`config.mk`:
```
export PLATFORM = sky130hd
export DESIGN_NAME = mem_llsc_unit
export DESIGN_NICKNAME = d
export VERILOG_FILES = /design/src/rtl/mem_pkg.sv /design/src/rtl/mem_lane_align.sv /design/src/rtl/mem_llsc_unit.sv
export SDC_FILE = /design/constraint.sdc
export NUM_CORES = 1
export LEC_CHECK = 0
export CORE_MARGIN = 2
export CORE_UTILIZATION = 48
export DETAILED_ROUTE_END_ITERATION = 10
export GPL_TIMING_DRIVEN = 0
export HOLD_SLACK_MARGIN = 0.08
export PLACE_DENSITY_LB_ADDON = 0.2
export SETUP_SLACK_MARGIN = 0.02
export SLEW_MARGIN = 30
export SYNTH_ARGS = -nofsm -noshare
export SYNTH_HDL_FRONTEND = slang
export SYNTH_HIERARCHICAL = 1
export SYNTH_SLANG_ARGS = --single-unit
```
`constraint.sdc`:
```
create_clock -name clk -period 5.32 [get_ports clk]
set_input_delay 1.596 -clock clk [delete_from_list [all_inputs] [get_ports clk]]
set_output_delay 1.596 -clock clk [all_outputs]
set_load 0.01 [all_outputs]
```
`src/rtl/mem_pkg.sv`:
```
// mem_pkg: shared definitions for the MEM-stage load/store unit.
//   - mem_op codes driven by decode into mem_op (OP_NONE = no memory access)
//   - FSM state encoding of mem_llsc_unit
//   - big-endian byte-lane select constants
//   - small op-classification helpers
// Optional alignment checking in mem_llsc_unit is enabled by MEM_ALIGN_CHECK_EN.
package mem_pkg;

  localparam logic [3:0] OP_NONE = 4'd0;
  localparam logic [3:0] OP_LB   = 4'd1;
  localparam logic [3:0] OP_LBU  = 4'd2;
  localparam logic [3:0] OP_LH   = 4'd3;
  localparam logic [3:0] OP_LHU  = 4'd4;
  localparam logic [3:0] OP_LW   = 4'd5;
  localparam logic [3:0] OP_SB   = 4'd6;
  localparam logic [3:0] OP_SH   = 4'd7;
  localparam logic [3:0] OP_SW   = 4'd8;
  localparam logic [3:0] OP_LL   = 4'd9;
  localparam logic [3:0] OP_SC   = 4'd10;

  typedef enum logic [1:0] {
    ST_IDLE  = 2'd0,
    ST_BUS   = 2'd1,
    ST_DONE  = 2'd2,
    ST_DRAIN = 2'd3
  } state_t;

  // Big-endian lanes: byte address 0 lives in dbus bits [31:24].
  localparam logic [3:0] SEL_NONE = 4'b0000;
  localparam logic [3:0] SEL_B0   = 4'b1000;
  localparam logic [3:0] SEL_HI   = 4'b1100;
  localparam logic [3:0] SEL_LO   = 4'b0011;
  localparam logic [3:0] SEL_W    = 4'b1111;

  // Codes above OP_SC are unassigned and treated as pass-through.
  function automatic logic op_is_mem(input logic [3:0] op);
    return (op != OP_NONE) && (op <= OP_SC);
  endfunction

  function automatic logic op_is_store(input logic [3:0] op);
    return (op == OP_SB) || (op == OP_SH) || (op == OP_SW) || (op == OP_SC);
  endfunction

  function automatic logic op_misaligned(input logic [3:0] op, input logic [1:0] addr_lo);
    logic half_op;
    logic word_op;
    half_op = (op == OP_LH) || (op == OP_LHU) || (op == OP_SH);
    word_op = (op == OP_LW) || (op == OP_SW) || (op == OP_LL) || (op == OP_SC);
    return (half_op && addr_lo[0]) || (word_op && (addr_lo != 2'b00));
  endfunction

endpackage

```
`src/rtl/mem_lane_align.sv`:
```
// mem_lane_align: combinational byte/halfword steering for the load/store unit.
// Ports:
//   op         in  4   memory op code (mem_pkg)
//   addr_lo    in  2   low address bits selecting the big-endian lane
//   store_data in  32  store data (rt)
//   rdata      in  32  raw bus read data
//   sel        out 4   byte-lane enables
//   wdata_rep  out 32  store data replicated into every lane of its size
//   load_data  out 32  addressed lane, sign- or zero-extended
module mem_lane_align
  import mem_pkg::*;
(
  input  logic [3:0]  op,
  input  logic [1:0]  addr_lo,
  input  logic [31:0] store_data,
  input  logic [31:0] rdata,
  output logic [3:0]  sel,
  output logic [31:0] wdata_rep,
  output logic [31:0] load_data
);

  logic [7:0]  byte_v;
  logic [15:0] half_v;

  // Extract the addressed byte and halfword from the read data.
  always_comb begin
    case (addr_lo)
      2'd0:    byte_v = rdata[31:24];
      2'd1:    byte_v = rdata[23:16];
      2'd2:    byte_v = rdata[15:8];
      default: byte_v = rdata[7:0];
    endcase
    if (addr_lo[1]) begin
      half_v = rdata[15:0];
    end else begin
      half_v = rdata[31:16];
    end
  end

  // Lane enables, store replication and load extension by access size.
  always_comb begin
    sel       = SEL_NONE;
    wdata_rep = 32'd0;
    load_data = 32'd0;
    case (op)
      OP_LB, OP_LBU, OP_SB: begin
        sel       = SEL_B0 >> addr_lo;
        wdata_rep = {4{store_data[7:0]}};
        load_data = (op == OP_LB) ? {{24{byte_v[7]}}, byte_v} : {24'd0, byte_v};
      end
      OP_LH, OP_LHU, OP_SH: begin
        sel       = addr_lo[1] ? SEL_LO : SEL_HI;
        wdata_rep = {2{store_data[15:0]}};
        load_data = (op == OP_LH) ? {{16{half_v[15]}}, half_v} : {16'd0, half_v};
      end
      // Word accesses ignore addr_lo entirely.
      OP_LW, OP_SW, OP_LL, OP_SC: begin
        sel       = SEL_W;
        wdata_rep = store_data;
        load_data = rdata;
      end
      default: begin
        sel       = SEL_NONE;
        wdata_rep = 32'd0;
        load_data = 32'd0;
      end
    endcase
  end

endmodule

```
`src/rtl/mem_llsc_unit.sv`:
```
// mem_llsc_unit: MEM-stage load/store unit with LL/SC support.
// Executes LB/LBU/LH/LHU/LW/SB/SH/SW/LL/SC over a req/ack data bus, stalls the
// pipeline while an access is outstanding, and produces the write-back value
// plus the LLbit update carried through MEM/WB.
// Parameter ACK_TIMEOUT: BUS/DRAIN cycles without ack before bus_err (0 = never).
// Optional build macro MEM_ALIGN_CHECK_EN adds adel_o/ades_o misalignment flags.
// Ports:
//   clk, rst (async, active-low), flush, mem_valid, mem_op[3:0], mem_addr[31:0],
//   mem_wdata[31:0], alu_result[31:0], LLbit_i, dbus_ack, dbus_rdata[31:0]  (in)
//   dbus_req, dbus_we, dbus_addr[31:0], dbus_sel[3:0], dbus_wdata[31:0],
//   wdata_o[31:0], stallreq, LLbit_we_o, LLbit_value_o, bus_err
//   [adel_o, ades_o with MEM_ALIGN_CHECK_EN]                                 (out)
module mem_llsc_unit
  import mem_pkg::*;
#(
  parameter int ACK_TIMEOUT = 255
) (
  input  logic        clk,
  input  logic        rst,
  input  logic        flush,
  input  logic        mem_valid,
  input  logic [3:0]  mem_op,
  input  logic [31:0] mem_addr,
  input  logic [31:0] mem_wdata,
  input  logic [31:0] alu_result,
  input  logic        LLbit_i,
  input  logic        dbus_ack,
  input  logic [31:0] dbus_rdata,
  output logic        dbus_req,
  output logic        dbus_we,
  output logic [31:0] dbus_addr,
  output logic [3:0]  dbus_sel,
  output logic [31:0] dbus_wdata,
  output logic [31:0] wdata_o,
  output logic        stallreq,
  output logic        LLbit_we_o,
  output logic        LLbit_value_o,
  output logic        bus_err
`ifdef MEM_ALIGN_CHECK_EN
  ,
  output logic        adel_o,
  output logic        ades_o
`endif
);

  localparam int            CW      = (ACK_TIMEOUT > 1) ? $clog2(ACK_TIMEOUT) : 1;
  localparam bit            TO_EN   = (ACK_TIMEOUT != 0);
  localparam logic [CW-1:0] TO_LAST = CW'(ACK_TIMEOUT - 1);

  state_t        state, state_n;
  logic [3:0]    op_q;
  logic [1:0]    addr_lo_q;
  logic [31:0]   result_q;
  logic [CW-1:0] cnt;
  logic          launch, timeout, misaligned, in_bus;
  logic [3:0]    al_op;
  logic [1:0]    al_addr;
  logic [3:0]    lane_sel;
  logic [31:0]   lane_wdata, lane_load;

`ifdef MEM_ALIGN_CHECK_EN
  assign misaligned = op_misaligned(mem_op, mem_addr[1:0]);
  assign adel_o = rst && (state == ST_IDLE) && mem_valid && !flush && misaligned && !op_is_store(mem_op);
  assign ades_o = rst && (state == ST_IDLE) && mem_valid && !flush && misaligned && op_is_store(mem_op);
`else
  assign misaligned = 1'b0;
`endif

  // A failed SC never touches the bus. bus_err high means the timed-out
  // instruction is leaving MEM this cycle, so it must not be relaunched.
  assign launch = mem_valid && !flush && !bus_err && op_is_mem(mem_op) && !misaligned
                  && ((mem_op != OP_SC) || LLbit_i);

  assign in_bus  = (state == ST_BUS) || (state == ST_DRAIN);
  assign timeout = TO_EN && in_bus && !dbus_ack && (cnt == TO_LAST);

  // Steering uses the live op at launch and the latched op while the access runs.
  assign al_op   = (state == ST_IDLE) ? mem_op : op_q;
  assign al_addr = (state == ST_IDLE) ? mem_addr[1:0] : addr_lo_q;

  mem_lane_align u_align (
    .op         (al_op),
    .addr_lo    (al_addr),
    .store_data (mem_wdata),
    .rdata      (dbus_rdata),
    .sel        (lane_sel),
    .wdata_rep  (lane_wdata),
    .load_data  (lane_load)
  );

  // FSM state register.
  always_ff @(posedge clk or negedge rst) begin
    if (!rst) begin
      state <= ST_IDLE;
    end else begin
      state <= state_n;
    end
  end

  // Next state and combinational outputs; all forced low while reset is held.
  always_comb begin
    state_n       = state;
    stallreq      = 1'b0;
    wdata_o       = 32'd0;
    LLbit_we_o    = 1'b0;
    LLbit_value_o = 1'b0;
    if (!rst) begin
      state_n = ST_IDLE;
    end else begin
      case (state)
        ST_IDLE: begin
          if (launch) begin
            stallreq = 1'b1;
            state_n  = ST_BUS;
          end else if (mem_valid && !op_is_mem(mem_op)) begin
            wdata_o = alu_result;
          end else begin
            wdata_o = 32'd0;
          end
        end
        ST_BUS: begin
          stallreq = 1'b1;
          if (dbus_ack) begin
            state_n = flush ? ST_IDLE : ST_DONE;
          end else if (timeout) begin
            state_n = ST_IDLE;
          end else if (flush) begin
            state_n = ST_DRAIN;
          end else begin
            state_n = ST_BUS;
          end
        end
        // The bus cannot abort a transfer: hold the pipe until it completes.
        ST_DRAIN: begin
          stallreq = 1'b1;
          if (dbus_ack || timeout) begin
            state_n = ST_IDLE;
          end else begin
            state_n = ST_DRAIN;
          end
        end
        ST_DONE: begin
          wdata_o = result_q;
          state_n = ST_IDLE;
          if (!flush && (op_q == OP_LL)) begin
            LLbit_we_o    = 1'b1;
            LLbit_value_o = 1'b1;
          end else if (!flush && (op_q == OP_SC)) begin
            LLbit_we_o    = 1'b1;
            LLbit_value_o = 1'b0;
          end else begin
            LLbit_we_o    = 1'b0;
            LLbit_value_o = 1'b0;
          end
        end
        default: begin
          state_n = ST_IDLE;
        end
      endcase
    end
  end

  // Registered bus request: loaded at launch, held until ack or timeout.
  always_ff @(posedge clk or negedge rst) begin
    if (!rst) begin
      dbus_req   <= 1'b0;
      dbus_we    <= 1'b0;
      dbus_addr  <= 32'd0;
      dbus_sel   <= 4'd0;
      dbus_wdata <= 32'd0;
      op_q       <= OP_NONE;
      addr_lo_q  <= 2'd0;
    end else if ((state == ST_IDLE) && launch) begin
      dbus_req   <= 1'b1;
      dbus_we    <= op_is_store(mem_op);
      dbus_addr  <= {mem_addr[31:2], 2'b00};
      dbus_sel   <= lane_sel;
      dbus_wdata <= lane_wdata;
      op_q       <= mem_op;
      addr_lo_q  <= mem_addr[1:0];
    end else if (in_bus && (dbus_ack || timeout)) begin
      dbus_req   <= 1'b0;
      dbus_we    <= 1'b0;
      dbus_addr  <= 32'd0;
      dbus_sel   <= 4'd0;
      dbus_wdata <= 32'd0;
    end else begin
      dbus_req   <= dbus_req;
    end
  end

  // Ack-wait counter, timeout pulse and write-back result capture.
  always_ff @(posedge clk or negedge rst) begin
    if (!rst) begin
      cnt      <= {CW{1'b0}};
      bus_err  <= 1'b0;
      result_q <= 32'd0;
    end else begin
      bus_err <= timeout;
      if (in_bus && !dbus_ack && !timeout) begin
        cnt <= cnt + CW'(1);
      end else begin
        cnt <= {CW{1'b0}};
      end
      if ((state == ST_BUS) && dbus_ack) begin
        if (op_is_store(op_q)) begin
          result_q <= (op_q == OP_SC) ? 32'd1 : 32'd0;
        end else begin
          result_q <= lane_load;
        end
      end else begin
        result_q <= result_q;
      end
    end
  end

endmodule

```
==> qor.yml <==
min_period_over_period_pct: 99.09
drc: 0
rsz0062_at_grt: "yes"
die_x_um: 129.8
p_int_w: 0.002546
clk_latency_ns: 0.42
cts-htree-levels: 4
grt_start_max_net_pins: 49
crit_type: "in -> out"
synth_seq_area_share_pct: 38.54
antenna_cells: 0
num_vias: 7122
fin_setup_tns_ns: 0
nets: 1164
swShare_pct: 29.91
hold_path_class: "reg -> reg"
postSynthAreaPerCell_um2: 10.01
cts-root-buf: "clkbuf_16"
grt_pass1_vias: 7054
first_iter_violations: 502
wl_per_cell_um: 18.98
grt_use_met3_pct: 7.421
avgViaCountPerCell: 5.707
synthTopCellsByArea: "dfrtp_1 (39%), mux2i_1 (9.9%), o211ai_1 (6.7%)"
routed_wl_mm: 23.69
antenna_found_initial: 0
vdd_drop_max_v: 0.0002580
min-delay-start: "addr_lo_q[1]"
postCtsSetupBuffers: 0
hold_violations: 0
synthFlopType: "dfrtp_1"
status: "finished clean"
yosysWarnings: 6
n_fill_cell: 1168
arrival_ns: 3.68
overflow: 0
track_usage_pct: 28.02
path_clk_slew_ns: 0.05
cp_max_fo: 10
p_per_area_nw_per_um2: 328.1
cts_tree: "done"
clockBufferDepth: 2
r2r_start: "state[0]"
post-route-util_pct: 72.30
p_switching_w: 0.001087
die-area_um2: 16850
numCtsBuffers: 17
relSlewSlack_pct: 54.46
fin_worst_skew_ns: 0.006396
grt_pass1_wl_mm: 36.76
dp_hpwl_mm: 17.20
yosysTopAreaCell: "dfrtp_1"
first_pass_iters: 7
required_ns: 3.72
area_growth_pct: 45.76
cts.sinks: 117
drive_gt1_share_pct: 13.02
postCtsHoldBufs: 0
cp-end-kind: "output pin"
busiest_layer: "met2"
grt_util_met2_pct: 45.58
ant_nets: 0
portBuffers: 241
gp_congestion: 0.8609
core_region_area_um2: 15310
ys_async_sr_fraction_pct: 100.0
start_util_pct: 49.60
row_count: 45
drv_cap: 0
synth_area_um2: 7596
clock.fmax_ghz: 0.1897
synthCells: 759
combinationalPowerShare_pct: 32.5
synth_enable_flop_cells: 0
p_leak_nw: 5.559
report.final.slew_viol_count: 0
die_y_um: 129.8
finalCriticalPeriod_ns: 5.272
grt_use_met1_pct: 37.20
seqPwrFrac_pct: 34.1
worst_pin_slew_ns: 0.6801
hold_ws_ns: 0.4901
synth.distinct_cells: 62
power_frac_clock_pct: 33.4
ys_seq_elements: 117
rrSetupSlack_ns: 2.24
ys_top_cells_by_count: "dfrtp_1 (117), inv_1 (117), mux2i_1 (75)"
synth_top_area_share_pct: 38.54
io_pins: 244
startpoint: "mem_op[1]"
start_kind: "input pin"
finalSetupViolCount: 0
[layout by cell type (no fill, tap or decap), types with 19 or more instances in the layout]
master	Yosys	final
dfrtp_1	117	117
mux2_2	19	19
nand2_1	39	39
clkdlybuf4s50_1	0	217
a22o_1	39	39
o31ai_2	30	30
inv_1	117	117
o211ai_1	68	68
mux2i_1	75	75
buf_2	18	21
a21o_1	28	28
clkbuf_1	32	31
[cells by family (layout without fill, tap and decap cells)]
| family | after synthesis | after routing | synth area share [%] |
|---|---|---|---|
| DFF | 117 | 117 | 38.54 |
| buffers and inverters | 187 | 464 | 11.73 |
| xor gates and xnor gates | 6 | 6 | 0.6918 |
| other | 1 | 2 | 0.04937 |
| and+or+nand+nor | 99 | 99 | 7.050 |
| AOI/OAI and AO/OA | 246 | 246 | 27.72 |
| adders and majority gates | 2 | 2 | 0.3294 |
| muxes | 101 | 101 | 13.89 |
[path summary, 6_finish.rpt]
| check | to | cells after the start |
|---|---|---|
| setup / recovery | wdata_o[20] | 6 |
| hold / removal | addr_lo_q[1] | 1 |
| setup reg to reg | result_q[0] | 9 |
| hold reg to reg | addr_lo_q[1] | 1 |
| max in group asynchronous | dbus_wdata[29] | 2 |
| min in group asynchronous | dbus_wdata[31] | 1 |
[what timing repair did]
action / CTS / global route
endpoints found under the hold margin: 0 / 0
setup endpoints to repair: 34 / 21
cloned: 2 / 1
gates resized for setup: 12 / 18
[critical path, cell delays in order]
cell and delay [ns]:
dlygate4sd2_1 0.31, or4_4 0.58, a21boi_4 0.20, buf_6 0.19, o31ai_2 0.22, clkdlybuf4s50_1 0.57
[power groups by stage]
stage               logic, W  registers, W  clock network (W)
global route         0.00127       0.00126            0.00127
global placement     0.00114       0.00125                  0
finish               0.00118       0.00124            0.00121
CTS                  0.00118       0.00124            0.00122
floorplan           0.000548       0.00128                  0
detailed placement   0.00116       0.00125                  0
[area by class of cell]
| cell class | instances | area [um^2] | area share (%) |
|---|---|---|---|
| Clock inverter | 11 | 147.6 | 1.333 |
| Inverter | 118 | 442.9 | 4.000 |
| Timing Repair Buffer | 245 | 2575 | 23.26 |
| Multi-Input combinational cell | 456 | 3781 | 34.15 |
| Sequential cell | 117 | 2928 | 26.44 |
| Buffer | 69 | 452.9 | 4.091 |
| Clock buffer | 21 | 480.5 | 4.339 |
| Tap cell | 211 | 264.0 | 2.384 |
[routing by layer]
| layer | up-vias | wire, um |
|---|---|---|
| met5 | - | 0 |
| met4 | 0 | 243 |
| met3 | 25 | 1785 |
| met2 | 300 | 11410 |
| met1 | 3505 | 10250 |
| li1 | 3292 | - |
[through the flow]
| step | area (um^2) | instances | total power (W) | worst slack [ns] |
|---|---|---|---|---|
| floorplan | 7600 | 760 | 0.001832 | 0.9855 |
| global placement | 10280 | 1212 | 0.002387 | -5.243 |
| detailed placement | 10310 | 1213 | 0.002412 | -0.2642 |
| CTS | 11000 | 1247 | 0.003636 | 0.03118 |
| global route | 11070 | 1248 | 0.003803 | 0.006212 |
| finish | 11070 | 1248 | 0.003633 | 0.04825 |
[sequential cells by signal (all words and copies together), names as in the netlist]
register,count
cnt,8
op_q,4
dbus_req,1
state,2
result_q,32
dbus_we,1
addr_lo_q,2
bus_err,1
dbus_wdata,32
dbus_sel,4
dbus_addr,30
Note: power is estimated with default switching activity, not from simulation.
